`src/rtl/types_pkg.sv`:
```
// types_pkg: shared bus width, fetch-queue entry layout and word size.
//   DATA_W        : data/address bus width in bits
//   DATA_BUS      : bus-wide vector type
//   WORD_BYTES    : bytes per instruction word (fetch PC stride)
//   FETCH_Q_ENTRY : one prefetch entry {pc, instr}
package types_pkg;
    localparam int DATA_W = 32;
    localparam int WORD_BYTES = 4;
    typedef logic [DATA_W-1:0] DATA_BUS;
    typedef struct packed {
        DATA_BUS pc;
        DATA_BUS instr;
    } FETCH_Q_ENTRY;
endpackage

```
`src/rtl/fetch_queue_fifo.sv`:
```
// fetch_fifo: synchronous FIFO of FETCH_Q_ENTRY with flush and combinational head read.
//   clk, rst   : clock, synchronous active-high reset
//   flush_i    : drop all entries (head pointer snaps to tail)
//   push_i     : write wdata_i at tail
//   wdata_i    : entry to write
//   pop_i      : advance head
//   rdata_o    : head entry (no read latency)
//   count_o    : number of valid entries
module fetch_fifo
    import types_pkg::*;
#(
    parameter int DEPTH = 4,
    localparam int AW = $clog2(DEPTH),
    localparam int CW = $clog2(DEPTH) + 1
) (
    input  logic         clk,
    input  logic         rst,
    input  logic         flush_i,
    input  logic         push_i,
    input  FETCH_Q_ENTRY wdata_i,
    input  logic         pop_i,
    output FETCH_Q_ENTRY rdata_o,
    output logic [CW-1:0] count_o
);
    FETCH_Q_ENTRY mem_q [DEPTH];
    logic [AW-1:0] wr_ptr_q, wr_ptr_d, rd_ptr_q, rd_ptr_d;
    logic [CW-1:0] count_q, count_d;
    logic wr_en;

    assign wr_en = push_i && !flush_i;
    assign rdata_o = mem_q[rd_ptr_q];
    assign count_o = count_q;

    always_comb begin
        wr_ptr_d = flush_i ? wr_ptr_q : wr_ptr_q + AW'(push_i);
        rd_ptr_d = flush_i ? wr_ptr_q : rd_ptr_q + AW'(pop_i);
        count_d  = flush_i ? '0 : count_q + CW'(push_i) - CW'(pop_i);
    end

    always_ff @(posedge clk) begin
        if (rst) begin
            wr_ptr_q <= '0;
            rd_ptr_q <= '0;
            count_q  <= '0;
        end else begin
            wr_ptr_q <= wr_ptr_d;
            rd_ptr_q <= rd_ptr_d;
            count_q  <= count_d;
        end
    end

    always_ff @(posedge clk) begin
        if (!rst && wr_en) mem_q[wr_ptr_q] <= wdata_i;
    end
endmodule

```
`src/rtl/fetch_queue.sv`:
```
// fetch_queue: instruction prefetch queue with redirect/flush in front of decode.
//   clk, rst       : clock, synchronous active-high reset
//   rom_addr       : byte address to the instruction ROM (= fetch_pc)
//   rom_dout       : ROM word for rom_addr, same cycle
//   redirect_valid : taken branch/jump, flush and refetch from redirect_pc
//   redirect_pc    : new fetch address (low two bits ignored)
//   instr_valid    : head entry valid for decode
//   instr_ready    : decode accepts head entry
//   instr/instr_pc : head instruction word and its byte address
//   stall_cycles   : saturating count of cycles decode was ready but starved;
//                    present only when FETCH_STALL_CNT_EN is defined
module fetch_queue
    import types_pkg::*;
#(
    parameter int      DEPTH    = 4,
    parameter DATA_BUS RESET_PC = 32'h0000_0000,
    localparam int     CW       = $clog2(DEPTH) + 1
) (
    input  logic    clk,
    input  logic    rst,
    output DATA_BUS rom_addr,
    input  DATA_BUS rom_dout,
    input  logic    redirect_valid,
    input  DATA_BUS redirect_pc,
    output logic    instr_valid,
    input  logic    instr_ready,
    output DATA_BUS instr,
    output DATA_BUS instr_pc
`ifdef FETCH_STALL_CNT_EN
    ,
    output DATA_BUS stall_cycles
`endif
);
    DATA_BUS fetch_pc_q, fetch_pc_d;
    FETCH_Q_ENTRY head, wentry;
    logic [CW-1:0] count;
    logic push, pop;
    logic unused_pc_lsb;

    // Redirect targets are word-aligned, so the two byte-offset bits are dropped.
    assign unused_pc_lsb = ^redirect_pc[1:0];

    assign rom_addr    = fetch_pc_q;
    assign instr_valid = (count != '0) && !redirect_valid;
    assign pop         = instr_valid && instr_ready;
    // A full queue can still accept a fetch when the head leaves in the same cycle.
    assign push        = !redirect_valid && ((count < CW'(DEPTH)) || pop);
    assign wentry      = '{pc: fetch_pc_q, instr: rom_dout};
    assign instr       = head.instr;
    assign instr_pc    = head.pc;

    always_comb begin
        fetch_pc_d = redirect_valid ? {redirect_pc[DATA_W-1:2], 2'b00}
                   : push           ? fetch_pc_q + DATA_W'(WORD_BYTES)
                   :                  fetch_pc_q;
    end

    always_ff @(posedge clk) begin
        if (rst) fetch_pc_q <= RESET_PC;
        else     fetch_pc_q <= fetch_pc_d;
    end

    fetch_fifo #(.DEPTH(DEPTH)) u_fifo (
        .clk     (clk),
        .rst     (rst),
        .flush_i (redirect_valid),
        .push_i  (push),
        .wdata_i (wentry),
        .pop_i   (pop),
        .rdata_o (head),
        .count_o (count)
    );

`ifdef FETCH_STALL_CNT_EN
    DATA_BUS stall_q, stall_d;

    assign stall_cycles = stall_q;

    always_comb begin
        stall_d = (instr_ready && !instr_valid && stall_q != '1) ? stall_q + 1'b1 : stall_q;
    end

    always_ff @(posedge clk) begin
        if (rst) stall_q <= '0;
        else     stall_q <= stall_d;
    end
`endif
endmodule

```
`config.mk`:
```
export PLATFORM = sky130hd
export DESIGN_NAME = fetch_queue
export DESIGN_NICKNAME = d
export VERILOG_FILES = /design/src/rtl/types_pkg.sv /design/src/rtl/fetch_queue_fifo.sv /design/src/rtl/fetch_queue.sv
export SDC_FILE = /design/constraint.sdc
export NUM_CORES = 1
export LEC_CHECK = 0
export ABC_AREA = 1
export BUFFER_PORTS_ARGS = -buffer_cell sky130_fd_sc_hd__buf_2
export CORE_ASPECT_RATIO = 1.5
export CORE_UTILIZATION = 60
export CTS_CLUSTER_SIZE = 25
export DETAILED_ROUTE_END_ITERATION = 7
export GPL_ROUTABILITY_DRIVEN = 1
export HOLD_SLACK_MARGIN = 0.03
export PLACE_DENSITY_LB_ADDON = 0.2
export SLEW_MARGIN = 20
export SYNTH_ARGS = -nofsm -noshare
export SYNTH_HDL_FRONTEND = slang
export SYNTH_SLANG_ARGS = --single-unit
```
`constraint.sdc`:
```
create_clock -name clk -period 13.7 [get_ports clk]
set_input_delay 1.37 -clock clk [delete_from_list [all_inputs] [get_ports clk]]
set_output_delay 1.37 -clock clk [all_outputs]
set_load 0.01 [all_outputs]
```
Word level (Yosys, flattened, before mapping) --
Memory sizes are Yosys's and may differ from the RTL's. A register that Yosys moved wholly into a read port is not among the register bits. Cells that the tools add are included. Widths: inputs -> output; s select.
Storage, ports and cells: output and inout bits 97, word-level logic and storage cells 29, bits in read-only memories 0, RAM bits 256, register bits after elaboration 39, bits of input ports 68, bits in latches 0, memories 1
Memory list:
- u_fifo.mem_q | words 4, bits a word 64, rd ports 1, clocked after memory_dff 1, wr ports 1, RTL line fetch_queue_fifo.sv:25 | FETCH_Q_ENTRY mem_q [DEPTH];
Operators by class: equality and inequality tests 0, bitwise logic cells 0, divide/modulo/power cells 0, magnitude comparators 1, shift-type cells 0, reductions and logical operators 11, $add $sub $neg 5, mux-type cells 6, multipliers 0
Operators with widths (number):
- $mux 32 | 2
- $add 32x3->32 const B | 1
- $logic_and 1x1->1 | 5
- $add 2x1->2 | 2
- $mux 2 | 2
- $add 3x1->3 | 1
- $lt 3x3->1 const B | 1
- $reduce_bool 3->1 | 1
- $sub 3x1->3 | 1
- $logic_not 1->1 | 2
- $mux 1 | 2
- $reduce_bool 2->1 | 1
- $reduce_or 2->1 | 1
- $logic_or 1x1->1 | 1

Logic depth before layout (Yosys ltp) --
Gate-level depths: netlist (run 1).
depth in word-level cells 9, depth in mapped cells 10, depth with buffers taken out 10

By module --
A second synthesis (run 1) with hierarchy kept.
Second synthesis, totals: cells, all modules 1131, area, all modules 12485.7 um^2
By module, submodules not included:
- fetch_fifo | area each 10356.2 um^2, times used 1, cells each 798, sequential area each 7827.5 um^2
- fetch_queue | area each 2129.5 um^2, times used 1, cells each 333, sequential area each 600.6 um^2

Worst setup path before layout (run 1) --
OpenSTA, ideal clock, no wires.
path kind in2reg, start input port redirect_valid, end memory u_fifo.mem_q[1][0] (netlist bit), enable pin, path buffers 1, stages on the path 6, data required time 13141 ps, setup time 559 ps, arrival 6207 ps, slack 6934 ps, cells stage by stage buf_6 -> nor2_4 -> inv_1 -> nor2_1 -> inv_1 -> nor3_1
On the way: word-level cells in the longest chain between the ends 9
RTL lines:
- start, declared | RTL line fetch_queue.sv:23 | input logic redirect_valid,
- $logic_not 1->1 (*) | RTL line fetch_queue_fifo.sv:30, fetch_queue.sv:44, fetch_queue.sv:47
- $logic_and 1x1->1 | RTL line fetch_queue.sv:44 | assign instr_valid = (count != '0) && !redirect_valid;
- $logic_and 1x1->1 | RTL line fetch_queue.sv:45 | assign pop = instr_valid && instr_ready;
- $logic_or 1x1->1 | RTL line fetch_queue.sv:47 | assign push = !redirect_valid && ((count < CW'(DEPTH)) || pop);
- $logic_and 1x1->1 | RTL line fetch_queue.sv:47
- $logic_and 1x1->1 (*) | RTL line fetch_queue_fifo.sv:30 | assign wr_en = push_i && !flush_i;
- $logic_and 1x1->1 (*) | RTL line fetch_queue_fifo.sv:53 | if (!rst && wr_en) mem_q[wr_ptr_q] <= wdata_i;
- $mux 1 (*) | RTL line fetch_queue_fifo.sv:53
- $mux 1 (not written as such) (*) | RTL line fetch_queue_fifo.sv:53
- end, declared | RTL line fetch_queue_fifo.sv:25
Mark *: on every way between the ends. The rest lies on a longest branch, timed or not.

==> metrics, run 1 <==
DP HPWL 14.3 mm; final setup fails 0; Seq cells post-synth 285; CTS tree done; nature of the critical path endpoint output pin; Core Box Area 18700 um2; CP Max Fanout 96; TritonCTS Sinks 285; IO Count 165; PortBufs 158; Final Slew Violations 0; Post-DRT Antenna Nets 0; Placement Rows 61; layout cells sized above 1 0.221; CTS buffer count 25; Worst Path Required 12330 ps; Worst Path Arrival 2610 ps; WL/cell 18.2 um; clk_lat worst skew 520 ps; GPL Wtd Cong 0.900; Cells after Synth 970; # hold bufs at CTS 0; vias in the first global route 7511; Pwr Density 135 nW/um2; Yosys Warn Count 0; CP Launch Type register; initial core utilization 0.619; Die Y 172 um; Seq/Total Area, Yosys 0.707; skew final 16.0 ps; H-Tree Depth 1; Layout area overhead 15.0%; worst vdd ir 0.000107 V; initial drt markers 554; largest net degree at the start of global routing 125; Mapped Area 11600 um2; Max Root-Sink Buffers 3; number of distinct library cells after synthesis 43; Remaining DRCs 0; Overall Power 1.80 mW; grt ovf 0; GRT Resource Usage Total 0.255; # Post-CTS Setup Buffers 0; Sum Neg Setup Slack 0 ps; syn_area_per_cell 11.9 um2; fin nets 1186; Hold Vio Cnt, Final 0; vias 7970; Synth Flop Type edfxtp_1; max cap viols 0; Least-Margin Pin Slew 946 ps; first-pass GRT wire length 38.2 mm; Hold Crit Class reg -> reg; Root Buffer clkbuf_16; RSZ-0062 raised after global routing false; fmax 251 MHz; period utilization 0.290; post-cts resize count 0; die area 19900 um2; 1st-pass router iterations 4; Tmin final 3980 ps; status finished, final reports clean; final wirelength 25.2 mm; die width 115 um; Clock transition at path regs 70 ps; worst setup path category reg -> out; max_slew headroom 0.369; Post-synth ARST share 0; initial antenna violation count 1; Vias/cell 5.76; commonest non-fill, non-tap cells in the layout edfxtp_1 (248), buf_2 (158), nor2_1 (150); number of enable flip-flop cells after synthesis 248; most common cell after layout, fill and taps aside edfxtp_1; cell leakage power 4.82 nW
[routing by layer]
metal  vias to the layer above  global-route usage  share of wire
met1                      3867               0.307           0.40
met2                       274               0.467           0.52
li1                       3785                   -              -
met5                         -                   0              0
met3                        44              0.0273          0.052
met4                         0              0.0966          0.027
[power breakdown]
part	leakage, nW	internal (mW)	switching (mW)
Clock	0.384	0.373	0.293
Combinational	1.86	0.0513	0.0964
Sequential	2.57	0.969	0.0199
Total	4.82	1.39	0.409
[layout make-up]
cell class | instances | area (um2)
Sequential cell | 285 | 8190
Antenna cell | 1 | 2.50
Fill cell | 1328 | 5380
Clock buffer | 28 | 637
Multi-Input combinational cell | 591 | 3010
Tap cell | 252 | 315
Clock inverter | 18 | 143
Inverter | 43 | 164
Timing Repair Buffer | 166 | 855
[worst max-delay path: stages, from the launching register on]
cell and delay [ps]:
dfxtp_4 360, clkinv_2 280, buf_4 770, o21ai_0 200
o22ai_1 230, buf_2 180
[state kept, by name, summed over array words and instances, names as in the netlist]
| signal | cells |
|---|---|
| u_fifo.rd_ptr_q | 2 |
| u_fifo.wr_ptr_q | 2 |
| rom_addr | 30 |
| u_fifo.mem_q | 248 |
| u_fifo.count_o | 3 |
[kinds of logic (layout without fill, tap and decap cells)]
group           Yosys count  after routing  share of synthesized area
simple gates            332            332                      0.128
flops                   285            285                      0.707
compound gates          244            244                      0.118
buf+inv                  97            255                     0.0360
fa+ha+maj                 6              6                    0.00713
xor+xnor                  5              5                    0.00378
other cells               1              5                   0.000324
[per-stage QoR]
stage | worst slack [ps] | utilization | instance area (um2) | instances | hold WS (ps)
after global placement | 9600 | 0.670 | 12500 | 1337 | 553
after floorplan | 6930 | - | 11600 | 973 | 505
after detailed placement | 9560 | 0.670 | 12500 | 1337 | 553
after global routing | 9470 | 0.712 | 13300 | 1384 | 583
after CTS | 9680 | 0.712 | 13300 | 1383 | 575
final | 9720 | 0.712 | 13300 | 1384 | 566
[cell usage after synthesis (2+ instances only)]
master | instances | area [um2]
a21oi_1 | 19 | 95.1
a22oi_1 | 6 | 45.0
a31oi_1 | 5 | 31.3
a32oi_1 | 3 | 26.3
buf_2 | 16 | 80.1
buf_4 | 4 | 30.0
clkbuf_1 | 32 | 120
dfxtp_1 | 37 | 741
edfxtp_1 | 248 | 7450
ha_1 | 5 | 62.6
inv_1 | 37 | 139
inv_2 | 5 | 18.8
nand2_1 | 96 | 360
nand2_2 | 7 | 43.8
nand2_4 | 2 | 22.5
nand3_1 | 38 | 190
nand4_1 | 7 | 43.8
nor2_1 | 151 | 567
nor2_2 | 6 | 37.5
nor2_4 | 8 | 90.1
nor3_1 | 9 | 45.0
nor3_2 | 2 | 20.0
o21ai_0 | 141 | 706
o21ai_1 | 3 | 15.0
o22ai_1 | 62 | 388
xnor2_1 | 3 | 26.3
xor2_1 | 2 | 17.5
[path summary, 6_finish.rpt]
path / to / cells past startpoint / slack, ps / start
worst min-delay path: u_fifo.mem_q[0][37]$_DFFE_PP_ / 0 / 570 / rom_addr[5]$_SDFFE_PP0P_
worst max-delay path: instr_pc[21] / 5 / 9720 / u_fifo.rd_ptr_q[0]$_SDFF_PP0_
worst min register to register: u_fifo.mem_q[0][37]$_DFFE_PP_ / 0 / 570 / rom_addr[5]$_SDFFE_PP0P_
worst max register to register: u_fifo.mem_q[3][13]$_DFFE_PP_ / 6 / 11410 / u_fifo.count_o[2]$_SDFF_PP0_
No activity file was read; power rests on OpenSTA's default activity.
==> run 2: changes to the inputs <==
--- a/config.mk
+++ b/config.mk
@@ -8,7 +8,7 @@
 export ABC_AREA = 1
 export BUFFER_PORTS_ARGS = -buffer_cell sky130_fd_sc_hd__buf_2
 export CORE_ASPECT_RATIO = 1.5
-export CORE_UTILIZATION = 60
+export CORE_UTILIZATION = 52
 export CTS_CLUSTER_SIZE = 25
 export DETAILED_ROUTE_END_ITERATION = 7
 export GPL_ROUTABILITY_DRIVEN = 1
==> constraint.sdc (replaced) <==
create_clock -name clk -period 3.28 [get_ports clk]
set_input_delay 0.328 -clock clk [delete_from_list [all_inputs] [get_ports clk]]
set_output_delay 0.328 -clock clk [all_outputs]
set_load 0.01 [all_outputs]
==> run 2 against run 1 <==
Effect of this change:
- sequential power grew to 4.2 times the previous value
- clock skew decreased by 2.9 ps
- total power rose to 4.5 times the previous value
- final cell count rose by 5.7%
- count of clock-buffer cells in the layout up 2
- core utilization decreased by 6.3 points
- register-to-register slack worse by 10000 ps
- first-iteration DRC count shrank 7.2%
- via count grew 1.2%
- non-clock buffer count is 58 higher
- setup slack got worse by 9000 ps
- critical path depth down 1
- critical endpoint is now instr_pc[9]
==> metrics, run 2 (synthesis gave the netlist of run 1 again) <==
# hold bufs at CTS 46; max_slew headroom 0.539; Vias/cell 5.51; max cap viols 0; Crit path buffers/inverters 2; worst-path cell chain buf_4, o21ai_0, o22ai_1, buf_2; GPL Wtd Cong 0.933; CP Launch Type register; placed inst area 12800 um2; PortBufs 158; layout cells sized above 1 0.225; filler instances 1685; Tmin final 2520 ps; initial antenna violation count 0; Least-Margin Pin Slew 692 ps; skew final 13.2 ps; Final WS setup 756 ps; Clock transition at path regs 70 ps; Critical Path Max Stage Delay 570 ps; Hold Vio Cnt, Final 0; vias 8066; TritonCTS Sinks 285; RSZ-0062 raised after global routing false; Final Slew Violations 0; WL/cell 17.9 um; period utilization 0.770; Root Buffer clkbuf_16; die width 124 um; fin nets 1245; multi-input logic area 3030 um2; cell leakage power 5.18 nW; H-Tree Depth 1; DP HPWL 15.7 mm; final setup fails 0; CTS buffer count 26; most common cell after layout, fill and taps aside edfxtp_1; CTS tree done; fin area 14200 um2; final wirelength 26.2 mm; pre-CTS WS 739 ps; commonest non-fill, non-tap cells in the layout edfxtp_1 (248), buf_2 (158), nor2_1 (151); IO Count 165; Reg2Reg Setup Slack 1070 ps; Placement Rows 66; nature of the critical path endpoint output pin; Hold Crit Class in -> reg; CP max stage cell dfxtp_4; met3 wire length 1.19 mm; initial core utilization 0.531; vias in the first global route 7572; M1 WL 10.9 mm; CP Max Fanout 44; Max Root-Sink Buffers 3; Layout area overhead 22.2%; max reg flops 248; max layer used met4; fmax 396 MHz; # Post-CTS Setup Buffers 0; worst setup path category reg -> out; clk_lat worst skew 530 ps; n_diodes 0; GRT Resource Usage Total 0.229; fin util 0.649; met2 WL 13.5 mm; register area 8190 um2; Pwr Density 569 nW/um2; Die Y 185 um; Remaining DRCs 0; Worst Path Required 2950 ps; Core Box Area 21800 um2; Min Hold Slack 70.2 ps; 1st-pass router iterations 6; largest net degree at the start of global routing 85; die area 22900 um2; Worst Path Arrival 2200 ps; post-cts resize count 0; worst vdd ir 0.000404 V; Post-DRT Antenna Nets 0; largest reg by FF count u_fifo.mem_q; crit-path leading delay family buffers and inverters; first-pass GRT wire length 39.7 mm; status finished, final reports clean; initial drt markers 514; grt ovf 0
[run 2: cell type report]
type                    instances  share of cell area
clock buffers                  30              0.0500
repair buffers                224               0.105
flip-flops and latches        285               0.579
inverters                      43              0.0115
clock inverters                18              0.0159
well taps                     272              0.0240
multi-input cells             591               0.214
[run 2: final timing paths]
check	from	end	cells after the start
worst max-delay path	u_fifo.rd_ptr_q[0]$_SDFF_PP0_	instr_pc[9]	4
worst min-delay path	redirect_pc[2]	rom_addr[2]$_SDFFE_PP0P_	3
worst max register to register	u_fifo.count_o[2]$_SDFF_PP0_	u_fifo.count_o[2]$_SDFF_PP0_	10
worst min register to register	rom_addr[5]$_SDFFE_PP0P_	u_fifo.mem_q[3][37]$_DFFE_PP_	0
[run 2: power by group]
part	internal, mW	switching, mW	total, mW	leakage, nW
Combinational	0.263	0.411	0.674	2.15
Clock	1.94	1.29	3.24	0.458
Sequential	4.05	0.0891	4.14	2.57
Total	6.25	1.79	8.05	5.18
[run 2: metal layers]
layer | up-vias | global-route usage
li1 | 3906 | -
met1 | 3887 | 0.293
met2 | 231 | 0.405
met3 | 42 | 0.0249
met4 | 0 | 0.0718
met5 | - | 0
[run 2: metrics by stage]
step | instances | power [mW] | setup TNS [ps]
floorplan | 973 | 4.55 | -140620
global placement | 1369 | 4.84 | 0
detailed placement | 1369 | 4.85 | 0
CTS | 1463 | 8.10 | 0
global route | 1463 | 8.32 | 0
finish | 1463 | 8.05 | 0
[run 2: worst min-delay path, delay by kind of cell]
| kind | cells | cell delay [ps] |
|---|---|---|
| simple gates | 1 | 50 |
| buf+inv | 1 | 90 |
| compound gates | 1 | 70 |
